==> src/rtl/memory_game_pkg.sv <==
// rtl/memory_game_pkg.sv - shared types and card layout for the memory game engine
package memory_game_pkg;

  typedef enum logic [1:0] {PICK1, PICK2, SHOW, DONE} state_t;

  typedef logic [2:0] symbol_t;

  typedef struct packed {
    logic [1:0] row;
    logic [1:0] col;
  } pos_t;

  localparam int NUM_PAIRS = 8;

  // Bit positions inside the packed button vector
  localparam int BTN_UP     = 0;
  localparam int BTN_DOWN   = 1;
  localparam int BTN_LEFT   = 2;
  localparam int BTN_RIGHT  = 3;
  localparam int BTN_SELECT = 4;

  localparam symbol_t CARD_SYMBOL [0:3][0:3] = '{
    '{3'd0, 3'd1, 3'd2, 3'd3},
    '{3'd3, 3'd1, 3'd4, 3'd0},
    '{3'd5, 3'd6, 3'd6, 3'd5},
    '{3'd7, 3'd4, 3'd2, 3'd7}
  };

  function automatic symbol_t symbol_at(input pos_t p);
    return CARD_SYMBOL[p.row][p.col];
  endfunction

endpackage

==> src/rtl/btn_edge_detect.sv <==
// rtl/btn_edge_detect.sv - rising-edge press detector for the player buttons
module btn_edge_detect #(
  parameter int WIDTH = 5
) (
  input  logic             clk,
  input  logic             rst,
  input  logic [WIDTH-1:0] btn_in,
  output logic [WIDTH-1:0] press
);

  logic [WIDTH-1:0] prev_q;
  logic [WIDTH-1:0] prev_d;

  assign prev_d = btn_in;

  // Previous sample resets high so a button held through reset cannot fire
  always_ff @(posedge clk) begin
    if (rst) begin
      prev_q <= '1;
    end else begin
      prev_q <= prev_d;
    end
  end

  assign press = btn_in & ~prev_q;

endmodule

==> src/rtl/memory_game_controller.sv <==
// rtl/memory_game_controller.sv - cursor, card opening and pair matching engine
module memory_game_controller
  import memory_game_pkg::*;
#(
  parameter int MISMATCH_DELAY = 25_000_000
) (
  input  logic       clk,
  input  logic       rst,
  input  logic       btn_up,
  input  logic       btn_down,
  input  logic       btn_left,
  input  logic       btn_right,
  input  logic       btn_select,
  output logic       open_cards [0:3][0:3],
  output logic [1:0] current_x,
  output logic [1:0] current_y,
  output logic [3:0] pairs_found,
  output logic [7:0] moves,
  output logic       busy,
  output logic       game_over
);

  localparam int TIMER_W = $clog2(MISMATCH_DELAY) + 1;

  state_t             state_q, state_d;
  pos_t               cursor_q, cursor_d;
  pos_t               first_q, first_d;
  pos_t               second_q, second_d;
  logic               first_v_q, first_v_d;
  logic               second_v_q, second_v_d;
  logic [0:3][0:3]    matched_q, matched_d;
  logic [3:0]         pairs_q, pairs_d;
  logic [7:0]         moves_q, moves_d;
  logic [TIMER_W-1:0] timer_q, timer_d;
  logic [4:0]         press;
  logic               cursor_open;

  btn_edge_detect #(.WIDTH(5)) u_edge (
    .clk    (clk),
    .rst    (rst),
    .btn_in ({btn_select, btn_right, btn_left, btn_down, btn_up}),
    .press  (press)
  );

  always_comb begin
    for (int r = 0; r < 4; r++) begin
      for (int c = 0; c < 4; c++) begin
        open_cards[r][c] = matched_q[r][c]
          | (first_v_q  && first_q.row  == 2'(r) && first_q.col  == 2'(c))
          | (second_v_q && second_q.row == 2'(r) && second_q.col == 2'(c));
      end
    end
  end

  assign cursor_open = open_cards[cursor_q.row][cursor_q.col];

  always_comb begin
    state_d    = state_q;
    cursor_d   = cursor_q;
    first_d    = first_q;
    second_d   = second_q;
    first_v_d  = first_v_q;
    second_v_d = second_v_q;
    matched_d  = matched_q;
    pairs_d    = pairs_q;
    moves_d    = moves_q;
    timer_d    = timer_q;
    case (state_q)
      PICK1, PICK2: begin
        if (press[BTN_UP] && !press[BTN_DOWN]) begin
          cursor_d.row = cursor_q.row - 2'd1;
        end else if (press[BTN_DOWN] && !press[BTN_UP]) begin
          cursor_d.row = cursor_q.row + 2'd1;
        end
        if (press[BTN_LEFT] && !press[BTN_RIGHT]) begin
          cursor_d.col = cursor_q.col - 2'd1;
        end else if (press[BTN_RIGHT] && !press[BTN_LEFT]) begin
          cursor_d.col = cursor_q.col + 2'd1;
        end
        // Select uses the pre-move cursor position
        if (press[BTN_SELECT] && !cursor_open) begin
          if (state_q == PICK1) begin
            first_d   = cursor_q;
            first_v_d = 1'b1;
            state_d   = PICK2;
          end else begin
            second_d   = cursor_q;
            second_v_d = 1'b1;
            if (moves_q != 8'hFF) begin
              moves_d = moves_q + 8'd1;
            end
            if (symbol_at(first_q) == symbol_at(cursor_q)) begin
              matched_d[first_q.row][first_q.col]   = 1'b1;
              matched_d[cursor_q.row][cursor_q.col] = 1'b1;
              first_v_d  = 1'b0;
              second_v_d = 1'b0;
              pairs_d    = pairs_q + 4'd1;
              state_d    = (pairs_q == 4'(NUM_PAIRS - 1)) ? DONE : PICK1;
            end else begin
              timer_d = TIMER_W'(MISMATCH_DELAY - 1);
              state_d = SHOW;
            end
          end
        end
      end
      SHOW: begin
        if (timer_q == '0) begin
          first_v_d  = 1'b0;
          second_v_d = 1'b0;
          state_d    = PICK1;
        end else begin
          timer_d = timer_q - TIMER_W'(1);
        end
      end
      DONE: begin
        if (press[BTN_SELECT]) begin
          state_d    = PICK1;
          cursor_d   = '0;
          first_d    = '0;
          second_d   = '0;
          first_v_d  = 1'b0;
          second_v_d = 1'b0;
          matched_d  = '0;
          pairs_d    = '0;
          moves_d    = '0;
          timer_d    = '0;
        end
      end
      default: state_d = PICK1;
    endcase
  end

  always_ff @(posedge clk) begin
    if (rst) begin
      state_q    <= PICK1;
      cursor_q   <= '0;
      first_q    <= '0;
      second_q   <= '0;
      first_v_q  <= 1'b0;
      second_v_q <= 1'b0;
      matched_q  <= '0;
      pairs_q    <= '0;
      moves_q    <= '0;
      timer_q    <= '0;
    end else begin
      state_q    <= state_d;
      cursor_q   <= cursor_d;
      first_q    <= first_d;
      second_q   <= second_d;
      first_v_q  <= first_v_d;
      second_v_q <= second_v_d;
      matched_q  <= matched_d;
      pairs_q    <= pairs_d;
      moves_q    <= moves_d;
      timer_q    <= timer_d;
    end
  end

  assign current_x   = cursor_q.col;
  assign current_y   = cursor_q.row;
  assign pairs_found = pairs_q;
  assign moves       = moves_q;
  assign busy        = (state_q == SHOW);
  assign game_over   = (state_q == DONE);

endmodule

==> config.mk <==
export PLATFORM = sky130hd
export DESIGN_NAME = memory_game_controller
export DESIGN_NICKNAME = d
export VERILOG_FILES = /design/src/rtl/memory_game_pkg.sv /design/src/rtl/btn_edge_detect.sv /design/src/rtl/memory_game_controller.sv
export SDC_FILE = /design/constraint.sdc
export NUM_CORES = 1
export LEC_CHECK = 0
export ABC_AREA = 1
export CAP_MARGIN = 0
export CORE_ASPECT_RATIO = 0.8
export CORE_MARGIN = 3
export CORE_UTILIZATION = 64
export DETAILED_ROUTE_END_ITERATION = 12
export GPL_TIMING_DRIVEN = 1
export PLACE_DENSITY = 0.95
export RECOVER_POWER = 25
export SLEW_MARGIN = 10
export SYNTH_ARGS = -nofsm -noshare
export SYNTH_HDL_FRONTEND = slang
export SYNTH_HIERARCHICAL = 1
export SYNTH_SLANG_ARGS = --single-unit
==> constraint.sdc <==
create_clock -name clk -period 6.6 [get_ports clk]
set_input_delay 1.32 -clock clk [delete_from_list [all_inputs] [get_ports clk]]
set_output_delay 1.32 -clock clk [all_outputs]
set_load 0.01 [all_outputs]
; Word-level counts from Yosys, hierarchy flattened
; Cells that the tools add are included.
; Widths: inputs -> output; s select.
[op_classes]
addsub = 7
n_eq_ne = 30
magnitude_cmp = 8
n_reduce_logical = 72
muxes = 75
bitwise_logic = 40
[op_table]
columns = op, count
row1 = $mux 26, 5
row2 = $pmux 26 s3, 1
row3 = $mux 16, 4
row4 = $logic_and 1x1->1, 49
row5 = $bmux 12 s2, 2
row6 = $mux 12, 4
row7 = $mux 4, 12
row8 = $mux 8, 4
row9 = $or 1x1->1, 32
row10 = $or 16x16->16, 2
row11 = $pmux 16 s2, 1
row12 = $pmux 4 s2, 4
row13 = $logic_not 26->1, 1
row14 = $sub 26x1->26 const B, 1
row15 = $eq 2x2->1 const B, 10
row16 = $mux 2, 10
row17 = $demux 4 s2, 2
row18 = $pmux 8 s2, 1
row19 = $reduce_and 4->1, 4
row20 = $reduce_and 5->1, 3
row21 = $ne 2x2->1 const B, 7
row22 = $bmux 3 s2, 2
row23 = $ge 3x3->1 const B, 4
row24 = $lt 3x1->1 const B, 4
row25 = other kinds (25), 63
[word_totals]
regBits = 75
input_bits = 7
elab_cells = 249

; Logic depth before layout (Yosys ltp)
[depth]
ltp_word = 15
mapped_depth = 18

; Cells and area by module
; Netlist, hierarchy kept.
[by_module_without_submodules]
columns = mod, area_per_inst_um2, n_inst, cells_per_inst
row1 = memory_game_controller, 5108.6, 1, 829
row2 = btn_edge_detect, 172.7, 1, 21

; Least setup slack after synthesis
; OpenSTA, ideal clock, no wires.
[synth_timing]
kind = input-to-reg
start = input btn_select
end = register moves_q[0] (netlist: moves[0])
setup_ps = 113
arrival_time_ps = 2697
slack_ps = 3790
required_ps = 6487
path_buffers = 1
stages = 10
cell_sequence = inv_1 > nor2_2 > nor2_1 > nor2_1 > inv_1 > nor2_1 > nand3_1 > buf_2 > nor2_1 > nor2_1
[synth_via]
elab_chain_len = 4
[synth_lines]
columns = element, line_no
row1 = "start, declared", memory_game_controller.sv:13  ; input logic btn_select,
row2 = $and 5x5->5 (*), btn_edge_detect.sv:25  ; assign press = btn_in & ~prev_q;
row3 = via press[4], memory_game_controller.sv:35  ; logic [4:0] press;
row4 = $logic_and 1x1->1, memory_game_controller.sv:81  ; if (press[BTN_SELECT] && !cursor_open) begin
row5 = $ne 2x2->1 (no source line), --
row6 = $reduce_and 5->1 (no source line) (*), --
row7 = "end signal, assigned", memory_game_controller.sv:154  ; moves_q <= moves_d;
row8 = "end, declared", memory_game_controller.sv:33  ; logic [7:0] moves_q, moves_d;
; The timed path passes the listed nets; every way through them passes the cells marked *.
; A chain may end at the register's enable or synchronous reset.

; Worst setup path in the final report
[layout_timing]
start = register cursor_q, in the netlist current_y[0]
end = register timer_q[1]
[layout_via]
elab_chain_len = 11
[layout_lines]
columns = element, line_no
row1 = "start, declared", memory_game_controller.sv:26  ; pos_t cursor_q, cursor_d;
row2 = "start signal, assigned", memory_game_controller.sv:147  ; cursor_q <= cursor_d;
row3 = $not 2->3 (implied by the code) (*), "memory_game_pkg.sv:30, memory_game_controller.sv:55"
row4 = "parallel branches: the longest is 9 deep, another holds $bmux 12 s2", --
row5 = $reduce_and 5->1 (no source line) (*), --
row6 = "end signal, assigned", memory_game_controller.sv:155  ; timer_q <= timer_d;
row7 = "end, declared", memory_game_controller.sv:34  ; logic [TIMER_W-1:0] timer_q, timer_d;
; Mark *: on every way between the ends. The select of a mux whose other input is x is not followed.

==> impl_metrics.csv <==
group,metric,value,unit
run_status,run_status,"finished clean",
drt,first_pass_iters,5,
cells_and_area,insertedDiodeCount,0,
synthesis,synth_area_per_cell,6.21,µm²
drt,totalWireLength,15.3,mm
floorplanning,start_util,68.5,%
floorplanning,die_area,9390,µm²
sta,setup_slack,2.52,ns
cells_and_area,drive_above_1_share,7.03,%
sta,min_period,4.08,ns
sta,hold_viol_final,0,
clock_tree,cts_tree,"done",
drt,vias,5751,
cells_and_area,area_growth_syn_to_layout,11.1,%
sta,final.period_utilization,61.8,%
cells_and_area,layout.nets,905,
clock_tree,htreeDepth,3,
clock_tree,clk_latency,0.35,ns
synthesis,syn_inst,850,
worst_hold_path,worstHoldStart,"matched_q[12]",
sta,clock_skew,0.0112,ns
clock_tree,hold_buffers,0,
floorplanning,boundaryPins,41,
drt,wl_met1,6.64,mm
worst_setup_path,r2r-start,"current_y[0]",
cells_and_area,nFillCells,586,
clock_tree,cts_resized,0,
grt,grt_pass1_wl,25.0,mm
worst_hold_path,min_path_type,"reg2reg",
worst_setup_path,critPathKind,"reg2reg",
floorplanning,core,7710,µm²
grt,antenna_found_initial,0,
drt,route.met3.wl,1.62,mm
clock_tree,clock-sinks,75,
synthesis,yosys_warnings,6,
grt,grtUsageTotal,33.2,%
run,drv_cap,0,
place,port_buffers,40,
synthesis,syn_nets,877,
sta,rsz0062_at_grt,"false",
power_and_ir_drop,ir_drop,337,µV
worst_setup_path,critical_path_arrival,4.28,ns
clock_tree,clockRootBuffer,"clkbuf_8",
power_and_ir_drop,leakage,2.89,nW
drt,ant_nets,0,
worst_setup_path,reg2reg_depth,11,
worst_setup_path,end_kind,"flop",
sta,tightest_slew,1.47,ns
synthesis,synth-seq-cells,75,
synthesis,yosysSeqAreaShare,28.4,%
place,hpwl,11.2,mm
drt,drcViolationCount,0,
clock_tree,path_clk_slew,0.08,ns
grt,grt_max_degree,42,
synthesis,synth_edf_count,0,
cells_and_area,regArea,1500,µm²
power_and_ir_drop,p_per_area,417,nW/µm²
synthesis,syn_area,5280,µm²
worst_setup_path,critPathLaunchType,"flop",
drt,top_layer,"met4",
sta,setup_tns,0,ns
drt,wire_per_inst,15.5,µm
worst_hold_path,min_path_cells,2,
cells_and_area,layout_common_cells,"208 x nand2_1, 124 x nor2_1, 118 x inv_1",
clock_tree,postCtsSetupBuffers,0,
sta,slew_headroom,1.77,%
worst_setup_path,crit_path_start,"current_y[0]",
place,place_congestion,0.971,
sta,slew_violations,0,
grt,grt-ovfl-total,0,
floorplanning,row_count,28,
synthesis,ys_types,37,
worst_setup_path,required,6.80,ns
clock_tree,cts_buffers,9,
sta,whs,0.484,ns
drt,detail_route.vias_per_cell,5.83,
sta,setup_violations,0,
clock_tree,clockBufferDepth,2,
drt,drt_iter0_drc,638,
cells_and_area,multi_input_area,3150,µm²
drt,dr_wl_met2,6.74,mm
floorplanning,die_w,108,µm
grt,grt_pass1_vias,5260,
floorplanning,dieHeight,87.3,µm
sta,fmax,245,MHz
worst_setup_path,critPathMaxFanout,28,
place,post-place-ws,2.78,ns
synthesis,ys.flop_type,"dfxtp_1",
cells_and_area,mostFrequentLayoutCell,"nand2_1",
synthesis,synthArstFlopShare,0,%
==> critical path, cell delays in order, from the launching register on <==
cell and delay (ns):
dfxtp_1 0.82, clkinv_1 0.55, nand2_1 0.18, nand2_1 0.06
nand2_1 0.07, nand2_1 0.10, a21boi_0 0.22, nand2_2 0.11
nand2_1 0.65, nand2_8 0.28, nor2_2 0.73, a21oi_1 0.14
==> power by group <==
part           switching [mW]  total [mW]  internal, mW
sequential             0.0845       0.606         0.521
clock                   0.173       0.345         0.171
combinational            1.01        1.49         0.484
==> worst paths after layout <==
check	end	slack (ns)
max	timer_q[1]	2.52
min	matched_q[12]	0.48
max reg2reg	timer_q[1]	2.52
min reg2reg	matched_q[12]	0.48
==> synthesized netlist by cell type (2+ instances only) <==
master    count  share of area [%]
nand2_2       6               0.71
buf_1         2               0.14
o21ai_0      30                2.8
inv_2        11               0.78
nor3_1       12                1.1
nand4_1      33                3.9
nand3_1      61                5.8
clkbuf_1     12               0.85
inv_1       117                8.3
xor2_1       19                3.2
nor2_1      124                8.8
ha_1         20                4.7
buf_2         7               0.66
buf_6         4               0.85
xnor2_1       5               0.83
nand2_1     207                 15
dfxtp_1      75                 28
o21ai_1       2               0.19
nor2b_1       3               0.36
a21oi_1      45                4.3
o22ai_1      18                2.1
a211oi_1      2               0.28
a21oi_2      10                1.7
nor2_2        9                1.1
nor2_4        4               0.85
==> metrics by stage <==
step | std cells | total power [mW] | utilization, % | cell area (µm²)
final | 987 | 2.44 | 76.2 | 5870
after global routing | 987 | 2.63 | 76.2 | 5870
after CTS | 987 | 2.41 | 76.3 | 5880
after detailed placement | 972 | 2.06 | 73.9 | 5700
after global placement | 972 | 2.01 | 73.9 | 5700
after floorplan | 850 | 1.72 | - | 5280
==> routing by layer <==
| layer | up-vias | GRT usage [%] |
|---|---|---|
| li1 | 2762 | - |
| met1 | 2604 | 45.6 |
| met2 | 353 | 52.5 |
| met3 | 32 | 7.49 |
| met4 | 0 | 9.75 |
| met5 | - | 0 |
==> flip-flops by register name, indices dropped and copies added (netlist names), 4 cells and up <==
| register | flops |
|---|---|
| timer_q | 26 |
| matched_q | 16 |
| moves | 8 |
| u_edge/prev_q | 5 |
| first_q | 4 |
| pairs_found | 4 |
| second_q | 4 |
==> kinds of logic (layout without fill, tap and decap cells) <==
logic type                 count (synthesis)  after routing  synth area share [%]
adders and majority gates                 20             20                  4.74
DFF                                       75             75                  28.4
xor gates and xnor gates                  24             24                  3.98
buffers and inverters                    155            187                  11.8
AOI/OAI and AO/OA                        110            110                  12.0
and+or+nand+nor                          466            466                  39.1
==> cell type report <==
type	count	share of cell area, %
multi-input combinational	620	53.7
sequential	75	25.6
inverter	129	8.25
timing repair buffer	43	7.10
tap	105	2.24
clock buffer	10	2.17
clock inverter	5	0.938
No activity file was read; power rests on OpenSTA's default activity.
